--- config.mk ---
export PLATFORM = sky130hd
export DESIGN_NAME = sm_para_drv
export DESIGN_NICKNAME = d
export VERILOG_FILES = /design/src/rtl/sm_para_drv.sv
export SDC_FILE = /design/constraint.sdc
export NUM_CORES = 1
export LEC_CHECK = 0
export ABC_AREA = 0
export CORE_ASPECT_RATIO = 1.2
export CORE_MARGIN = 2
export CORE_UTILIZATION = 34
export CTS_BUF_LIST = sky130_fd_sc_hd__clkbuf_4 sky130_fd_sc_hd__clkbuf_8
export DETAILED_ROUTE_END_ITERATION = 16
export GPL_ROUTABILITY_DRIVEN = 0
export GPL_TIMING_DRIVEN = 0
export SLEW_MARGIN = 25
export SYNTH_ARGS = -nofsm -noshare
export SYNTH_HDL_FRONTEND = slang
export SYNTH_SLANG_ARGS = --single-unit
--- constraint.sdc ---
create_clock -name clk -period 2 [get_ports clk]
set_input_delay 0.2 -clock clk [delete_from_list [all_inputs] [get_ports clk]]
set_output_delay 0.2 -clock clk [all_outputs]
set_load 0.005 [all_outputs]
--- src/rtl/sm_para_drv.sv ---
// ============================================================================
// sm_para_drv : upstream command driver for a two-input FSM interface with
//               response capture and error recovery / retry.
// Rev 1.0
// ============================================================================
`default_nettype none

module sm_para_drv #(
    parameter int STEPS       = 8,
    parameter int RETRY_MAX   = 3,
    parameter int RECOVER_CYC = 2
) (
    input  logic               clk,
    input  logic               nrst,
    input  logic               start,
    input  logic [2*STEPS-1:0] seq,
    input  logic               o1,
    input  logic               o2,
    input  logic               err,
    output logic               i1,
    output logic               i2,
    output logic               busy,
    output logic               done,
    output logic               fail,
    output logic [1:0]         retries,
    output logic [2*STEPS-1:0] rsp_log
);

    localparam int             SW        = (STEPS > 1) ? $clog2(STEPS) : 1;
    localparam logic [SW-1:0]  LAST_STEP = SW'(STEPS - 1);
    localparam logic [3:0]     RCV_LAST  = 4'(RECOVER_CYC - 1);
    localparam logic [1:0]     RETRY_LIM = 2'(RETRY_MAX);

    typedef enum logic [2:0] {
        S_IDLE    = 3'd0,
        S_DRIVE   = 3'd1,
        S_DRAIN   = 3'd2,
        S_RECOVER = 3'd3,
        S_FINISH  = 3'd4
    } state_t;

    state_t             state_q;
    logic [2*STEPS-1:0] seq_q;
    logic [SW-1:0]      step_q;
    logic [3:0]         rcnt_q;
    logic [1:0]         cmd_q;
    logic               busy_q;
    logic               done_q;
    logic               fail_q;
    logic [1:0]         retries_q;
    logic [2*STEPS-1:0] rsp_q;

    logic [1:0]         next_cmd_d;
    logic [SW-1:0]      log_idx_d;
    logic               resp_edge_d;

    // The response on this edge belongs to the step presented one cycle earlier;
    // in DRAIN the step index still points at the last step.
    always_comb begin
        next_cmd_d  = 2'b00;
        resp_edge_d = ((state_q == S_DRIVE) && (step_q != '0)) || (state_q == S_DRAIN);
        log_idx_d   = (state_q == S_DRAIN) ? step_q : (step_q - SW'(1));
        for (int k = 0; k < STEPS; k++) begin
            if ((step_q + SW'(1)) == SW'(k)) begin
                next_cmd_d = seq_q[2*k +: 2];
            end
        end
    end

    always_ff @(posedge clk or negedge nrst) begin
        if (!nrst) begin
            state_q   <= S_IDLE;
            seq_q     <= '0;
            step_q    <= '0;
            rcnt_q    <= '0;
            cmd_q     <= 2'b00;
            busy_q    <= 1'b0;
            done_q    <= 1'b0;
            fail_q    <= 1'b0;
            retries_q <= 2'd0;
            rsp_q     <= '0;
        end else begin
            done_q <= 1'b0;
            fail_q <= 1'b0;

            if (resp_edge_d) begin
                for (int k = 0; k < STEPS; k++) begin
                    if (log_idx_d == SW'(k)) begin
                        rsp_q[2*k +: 2] <= {o1, o2};
                    end
                end
            end

            case (state_q)
                S_IDLE: begin
                    if (start) begin
                        seq_q     <= seq;
                        retries_q <= 2'd0;
                        rsp_q     <= '0;
                        step_q    <= '0;
                        cmd_q     <= seq[1:0];
                        busy_q    <= 1'b1;
                        state_q   <= S_DRIVE;
                    end
                end
                S_DRIVE: begin
                    if (resp_edge_d && err) begin
                        cmd_q   <= 2'b00;
                        rcnt_q  <= '0;
                        state_q <= S_RECOVER;
                    end else if (step_q == LAST_STEP) begin
                        cmd_q   <= 2'b00;
                        state_q <= S_DRAIN;
                    end else begin
                        step_q  <= step_q + SW'(1);
                        cmd_q   <= next_cmd_d;
                    end
                end
                S_DRAIN: begin
                    if (err) begin
                        rcnt_q  <= '0;
                        state_q <= S_RECOVER;
                    end else begin
                        busy_q  <= 1'b0;
                        done_q  <= 1'b1;
                        state_q <= S_FINISH;
                    end
                end
                S_RECOVER: begin
                    if (rcnt_q == RCV_LAST) begin
                        if (retries_q < RETRY_LIM) begin
                            retries_q <= retries_q + 2'd1;
                            rsp_q     <= '0;
                            step_q    <= '0;
                            cmd_q     <= seq_q[1:0];
                            state_q   <= S_DRIVE;
                        end else begin
                            busy_q  <= 1'b0;
                            fail_q  <= 1'b1;
                            state_q <= S_FINISH;
                        end
                    end else begin
                        rcnt_q <= rcnt_q + 4'd1;
                    end
                end
                S_FINISH: begin
                    state_q <= S_IDLE;
                end
                default: begin
                    state_q <= S_IDLE;
                end
            endcase
        end
    end

    assign i1      = cmd_q[1];
    assign i2      = cmd_q[0];
    assign busy    = busy_q;
    assign done    = done_q;
    assign fail    = fail_q;
    assign retries = retries_q;
    assign rsp_log = rsp_q;

endmodule

`default_nettype wire

==> results.py, run 1 <==
metrics = {
    "critical_path": {
        "crit_arrival_ns": 2.16,
        "cp.required_ns": 2.20,
        "crit_path_top_delay_cell": "dfrtp_2",
        "crit_path_end_kind": "flop",
        "critPathLaunchType": "flop",
        "crit_chain": "buf_6, ha_2, ha_4, o31a_1, a211o_1, mux2_4",
        "rr_endpoint": "step_q[0]",
        "path_class": "reg -> reg",
        "r2r_slack_ns": 0.04,
        "cpPeakStageDelay_ns": 0.45,
        "r2r_start": "step_q[0]",
        "reg2reg_depth": 6,
        "cp_max_fo": 8,
    },
    "final_layout": {
        "n_antenna_cell": 0,
        "drive_gt1_share_pct": 21.7,
        "fin_nets": 354,
        "area_growth_pct": 30.5,
        "layout_common_cells": "47 x dfrtp_1, 42 x clkdlybuf4s50_1, 41 x nand2_1",
        "final_common_cell": "dfrtp_1",
        "fillers": 783,
    },
    "drt": {
        "drt_drc_violations_left": 0,
        "ant_nets": 0,
        "first_pass_iters": 4,
        "vias_per_cell": 5.14,
        "routed_wl_mm": 6.05,
        "drt-initial-drc-count": 132,
        "vias": 2132,
        "avgRoutedWirePerCell_um": 14.6,
    },
    "min_path": {
        "hold_path_depth": 3,
        "holdCritPathClass": "in -> reg",
        "hold-path-endpoint": "state_q[0]",
        "holdCritStartpoint": "err",
    },
    "sta": {
        "setup_slack_ns": 0.0425,
        "final.period_utilization_pct": 97.9,
        "relSlewSlack_pct": 58.4,
        "setup_viol": 0,
        "period_minus_slack_ns": 1.96,
        "skew_ns": 0.00817,
        "worst_slew_pin_slew_ns": 0.624,
        "finalSetupTns_ns": 0,
        "max_freq_ghz": 0.511,
        "hold_viol": 0,
        "slew_violations": 0,
    },
    "logic_synthesis": {
        "synth_area_um2": 2660,
        "synthArstFlopShare_pct": 100,
        "syn_nets": 296,
        "synth-edff-count": 0,
        "yosys.cell_types.count": 50,
        "synth_ff_type": "dfrtp_1",
        "synth-seq-cells": 49,
        "ys_warn_count": 0,
        "synth_area_per_cell_um2": 10.1,
        "synth-seq-area-share_pct": 46.1,
        "synth_cells": 264,
    },
    "global_route": {
        "antenna_found_initial": 0,
        "overflow": 0,
        "grt_max_degree": 50,
        "grt_pass1_vias": 2208,
        "grtUsageTotal_pct": 14.9,
        "grt_pass1_wl_mm": 10.3,
    },
    "clock_network": {
        "clk_transition_reported_paths_ns": 0.09,
        "tritoncts": "done",
        "h-tree-depth": 2,
        "cts_buffer_depth": 2,
        "cts_sinks": 49,
        "clockRootBuffer": "clkbuf_8",
        "clock_latency_ns": 0.31,
        "numCtsBuffers": 5,
    },
    "die": {
        "coreArea_um2": 7620,
        "chipHeight_um": 101,
        "io_pins": 45,
        "rows": 35,
        "die_width_um": 84.7,
        "start_util_pct": 34.9,
        "die_area_um2": 8550,
    },
    "flow_run": {
        "maxCapViolCount": 0,
    },
    "power_and_ir_drop": {
        "p_int_mw": 2.95,
        "seqPwrFrac_pct": 33.8,
        "p_sw_share_pct": 38.6,
        "p_switching_mw": 1.86,
        "p_comb_share_pct": 53.8,
        "power_density_nw_per_um2": 1390,
        "power_frac_clock_pct": 12.4,
        "p_leak_nw": 1.44,
        "ir_drop_uv": 596,
    },
    "place": {
        "io_buffers": 43,
        "post-place-ws_ns": -0.346,
        "place_hpwl_mm": 4.30,
    },
    "run_status": {
        "status": "complete, no violations",
    },
}
-- how the worst max path moves through the flow --
stage,cells after the start,startpoint,to
5_1_grt,6,step_q[0],step_q[0]
2_1_floorplan,7,step_q[0],step_q[0]
3_5_place_dp,7,step_q[0],rsp_log[9]
4_1_cts,7,step_q[0],rsp_log[12]
6_report,6,step_q[0],step_q[0]
3_3_place_gp,1,nrst,fail
-- metrics by stage --
stage	std cells	cell area [um2]	hold WS [ns]	utilization (%)	power (mW)
after floorplan	264	2660	-0.0956	-	3.16
after global placement	399	3200	0.486	42.1	3.86
after detailed placement	399	3200	0.274	42.0	3.89
after CTS	411	3330	0.293	43.8	4.56
after global routing	415	3470	0.327	45.6	5.23
final	415	3470	0.310	45.6	4.81
-- power by group through the flow --
stage / Clock, mW / Combinational (mW) / Sequential (mW)
finish: 0.595 / 2.59 / 1.63
global route: 0.647 / 2.90 / 1.68
CTS: 0.611 / 2.34 / 1.61
detailed placement: 0 / 2.24 / 1.65
global placement: 0 / 2.21 / 1.65
floorplan: 0 / 1.57 / 1.60
-- cell usage after synthesis (2+ instances only) --
| master | number | area, um2 |
|---|---|---|
| nand3_1 | 18 | 90.1 |
| nor2b_1 | 4 | 25.0 |
| o22ai_1 | 3 | 18.8 |
| a22o_1 | 2 | 17.5 |
| mux2_2 | 16 | 180 |
| and2_1 | 3 | 18.8 |
| clkbuf_1 | 3 | 11.3 |
| nor3b_1 | 2 | 15.0 |
| a31oi_1 | 3 | 18.8 |
| buf_4 | 2 | 15.0 |
| o21a_1 | 2 | 15.0 |
| a21oi_1 | 7 | 35.0 |
| inv_1 | 7 | 26.3 |
| nand2b_1 | 4 | 25.0 |
| dfrtp_1 | 49 | 1230 |
| xor2_1 | 2 | 17.5 |
| o311a_1 | 2 | 20.0 |
| buf_2 | 5 | 25.0 |
| nor2_1 | 9 | 33.8 |
| nand3b_1 | 5 | 37.5 |
| nand2_1 | 43 | 161 |
| o21ai_0 | 13 | 65.1 |
| a221o_1 | 2 | 20.0 |
| nor4_1 | 2 | 12.5 |
| o211ai_1 | 2 | 15.0 |
| ha_1 | 10 | 125 |
| a221oi_2 | 6 | 90.1 |
| buf_1 | 2 | 7.51 |
| and3_1 | 5 | 31.3 |
| o21ai_1 | 10 | 50.1 |
| nor3_1 | 2 | 10.0 |
-- sequential cells by signal, indices dropped and copies added (netlist names) --
register and count:
retries 2, done 1, fail 1, seq_q 16
cmd_q 2, state_q 3, busy 1, rsp_log 16
rcnt_q 4, step_q 3
-- layer usage --
| layer | up-vias | GRT usage, % | share of wire [%] |
|---|---|---|---|
| met1 | 1014 | 18.4 | 44 |
| li1 | 1068 | - | - |
| met3 | 10 | 3.03 | 3.2 |
| met5 | - | 0 | 0 |
| met4 | 0 | 5.74 | 2.3 |
| met2 | 40 | 25.8 | 50 |
-- cell type report --
class,instances,area [um2],area share (%)
Clock buffer,6,76.3,2.20
Clock inverter,2,10.0,0.288
Timing Repair Buffer,52,518,14.9
Inverter,8,35.0,1.01
Buffer,11,61.3,1.77
Tap cell,92,115,3.32
Sequential cell,49,1230,35.4
Multi-Input combinational cell,195,1430,41.1
-- cell families (layout without fill, tap and decap cells) --
logic type,Yosys count,count (layout),share of synthesized area [%]
AND/OR/NAND/NOR,102,102,19.9
AO/OA/AOI/OAI,63,63,17.6
buffers and inverters,20,79,3.34
flip-flops,49,49,46.1
XOR/XNOR,2,2,0.659
multiplexers,18,18,7.72
adder cells (fa/ha/maj),10,10,4.71
-- worst max-delay path: cells and delay by family (launching register included) --
family,cells,cell delay [ns]
buffers and inverters,1,0.15
adders and majority gates,2,0.36
DFF,1,0.45
AOI/OAI and AO/OA,2,0.62
muxes,1,0.27
-- timing repair --
action	in CTS	in global routing
gates resized for setup	9	21
hold buffers	1	0
pin swaps	4	8
buffers inserted	3	5
setup endpoints to repair	22	23
endpoints found under the hold margin	49	0
(Power assumes the default switching activity.)
==> run 2, diff against run 1 <==
Settings changed: ABC_AREA 0 to 1, DONT_BUFFER_PORTS from default to 1.
==> run 2 against run 1 <==
- die area decreased by 1.8%
- via count decreased by 7.3%
- non-clock buffer count decreased by 57
- clock power increased by 5.2%
- worst setup slack improved by 0.12 ns
- area after synthesis decreased by 1.8%
- highest routed layer unchanged
==> results.py, run 2 <==
metrics = {
    "final_layout": {
        "final_common_cell": "nand2_1",
        "final_area_um2": 2910,
        "fin_nets": 356,
        "n_antenna_cell": 0,
        "layout_common_cells": "55 x nand2_1, 53 x nor2_1, 48 x dfrtp_1",
        "fillers": 777,
        "drive_gt1_share_pct": 19.1,
        "area_growth_pct": 11.6,
    },
    "sta": {
        "setup_slack_ns": 0.166,
        "slew_violations": 0,
        "rsz0062_at_grt": "false",
        "period_minus_slack_ns": 1.83,
        "relSlewSlack_pct": 83.5,
        "max_freq_ghz": 0.545,
        "worst_slew_pin_slew_ns": 0.247,
        "setup_viol": 0,
        "skew_ns": 0.00852,
        "final.period_utilization_pct": 91.7,
        "hold_viol": 0,
    },
    "clock_network": {
        "numCtsBuffers": 5,
        "clockRootBuffer": "clkbuf_8",
        "cts_buffer_depth": 2,
        "clock_latency_ns": 0.30,
        "clk_transition_reported_paths_ns": 0.09,
        "tritoncts": "done",
        "cts_sinks": 49,
        "h-tree-depth": 2,
    },
    "drt": {
        "first_pass_iters": 4,
        "vias_per_cell": 4.74,
        "vias": 1976,
        "ant_nets": 0,
        "drt_drc_violations_left": 0,
        "avgRoutedWirePerCell_um": 12.2,
        "routed_wl_mm": 5.09,
        "drt-initial-drc-count": 36,
    },
    "logic_synthesis": {
        "yosysTopAreaCell": "dfrtp_1",
        "synthTopCellsByArea": "dfrtp_1 47%, nand2_1 8.5%, nor2_1 7.6%",
        "ys_warn_count": 0,
        "syn_nets": 346,
        "synthTopCellsByCount": "59 x nand2_1, 53 x nor2_1, 49 x dfrtp_1",
        "yosys.cell_types.count": 29,
        "synth_area_um2": 2610,
        "synthArstFlopShare_pct": 100,
        "synth-seq-cells": 49,
        "synth_area_per_cell_um2": 8.31,
        "synth-edff-count": 0,
        "synth_top_area_share_pct": 47.0,
        "synth_ff_type": "dfrtp_1",
        "synth-seq-area-share_pct": 47.0,
        "synth_cells": 314,
        "synth.most_common_cell": "nand2_1",
    },
    "global_route": {
        "grt_pass1_vias": 1927,
        "grt_max_degree": 50,
        "overflow": 0,
        "grtUsageTotal_pct": 12.8,
        "antenna_found_initial": 0,
        "grt_pass1_wl_mm": 8.83,
    },
    "die": {
        "die_area_um2": 8400,
        "die_width_um": 84.0,
        "start_util_pct": 34.5,
        "rows": 35,
        "chipHeight_um": 100,
        "io_pins": 45,
        "coreArea_um2": 7580,
    },
    "critical_path": {
        "r2r_slack_ns": 0.17,
        "crit_path_top_delay_cell": "dfrtp_2",
        "crit_chain": "inv_2, ha_2, inv_1, or2_0, nand2_1, nand2_2, nand2_1, buf_6, nor2_2, o21ai_1, nor2_1",
        "path_buf_inv": 3,
        "rr_endpoint": "rsp_log[2]",
        "critPathLaunch": "step_q[0]",
        "path_class": "reg -> reg",
        "cp_common_cell": "nand2_1",
        "cp_max_fo": 10,
        "worstSetupPathDepth": 11,
        "reg2reg_depth": 11,
        "critPathLaunchType": "flop",
        "critical-path-top-delay-family": "simple AND/OR/NAND/NOR gates",
        "crit_arrival_ns": 2.03,
        "crit_path_end_kind": "flop",
        "crit_end": "rsp_log[2]",
        "cp.required_ns": 2.19,
        "cpPeakStageDelay_ns": 0.48,
        "r2r_start": "step_q[0]",
    },
    "power_and_ir_drop": {
        "p_leak_nw": 1.46,
        "ir_drop_uv": 700,
        "power_density_nw_per_um2": 1610,
    },
    "place": {
        "post-place-ws_ns": -0.0805,
        "io_buffers": 0,
        "placed_cell_area_um2": 2730,
        "place_hpwl_mm": 3.91,
    },
    "min_path": {
        "hold_path_depth": 2,
        "holdCritPathClass": "in -> reg",
    },
    "run_status": {
        "status": "complete, no violations",
    },
    "flow_run": {
        "maxCapViolCount": 0,
    },
}
[run 2: logic make-up after synthesis]
kind of cell	after synthesis	share of synthesized area, %
simple gates	152	25.3
flops	49	47.0
buf+inv	47	7.24
compound gates	38	7.77
mux	14	6.04
fa+ha+maj	10	4.79
xor+xnor	4	1.92
[run 2: stage by stage]
stage / TNS (ns) / power (mW) / util (%) / cells / hold WS, ns
2_1_floorplan: 0 / 3.51 / - / 314 / -0.0956
3_3_place_gp: -0.0873 / 3.96 / 36.0 / 406 / -0.0939
3_5_place_dp: -0.157 / 4.00 / 36.0 / 406 / -0.0941
4_1_cts: 0 / 4.68 / 38.0 / 417 / 0.0416
5_1_grt: 0 / 5.19 / 38.4 / 417 / 0.0363
6_report: 0 / 4.68 / 38.4 / 417 / 0.0511
[run 2: how the worst min path moves through the flow]
stage	end	startpoint
floorplan	busy	nrst
global placement	rcnt_q[2]	nrst
detailed placement	rcnt_q[1]	nrst
CTS	seq_q[8]	seq[8]
global route	seq_q[2]	seq[2]
finish	rsp_log[3]	o1
[run 2: area by class of cell]
type | instances | area [um2] | area share [%]
Sequential cell | 49 | 1230 | 42.2
Buffer | 3 | 23.8 | 0.817
Tap cell | 92 | 115 | 3.95
Clock buffer | 7 | 96.3 | 3.31
Clock inverter | 1 | 5.00 | 0.172
Inverter | 44 | 165 | 5.67
Timing Repair Buffer | 3 | 47.5 | 1.63
Multi-Input combinational cell | 218 | 1230 | 42.3
[run 2: per-layer routing]
metal / global-route usage (%) / share of wire [%] / up-vias
met5: 0 / 0 / -
met4: 2.98 / 0.81 / 0
met3: 2.63 / 4.9 / 6
met2: 23.4 / 52 / 41
met1: 15.5 / 42 / 915
li1: - / - / 1014
[run 2: timing repair]
item,in CTS,in global routing
gates resized for setup,3,11
hold buffers,3,0
hold endpoints to repair,50,0
setup buffers,0,0
setup endpoints to repair,4,28
[run 2: power by group]
| part | internal [mW] | leakage, nW | switching [mW] |
|---|---|---|---|
| clock network | 0.313 | 0.0542 | 0.313 |
| logic | 0.914 | 0.781 | 1.46 |
| registers | 1.38 | 0.625 | 0.297 |
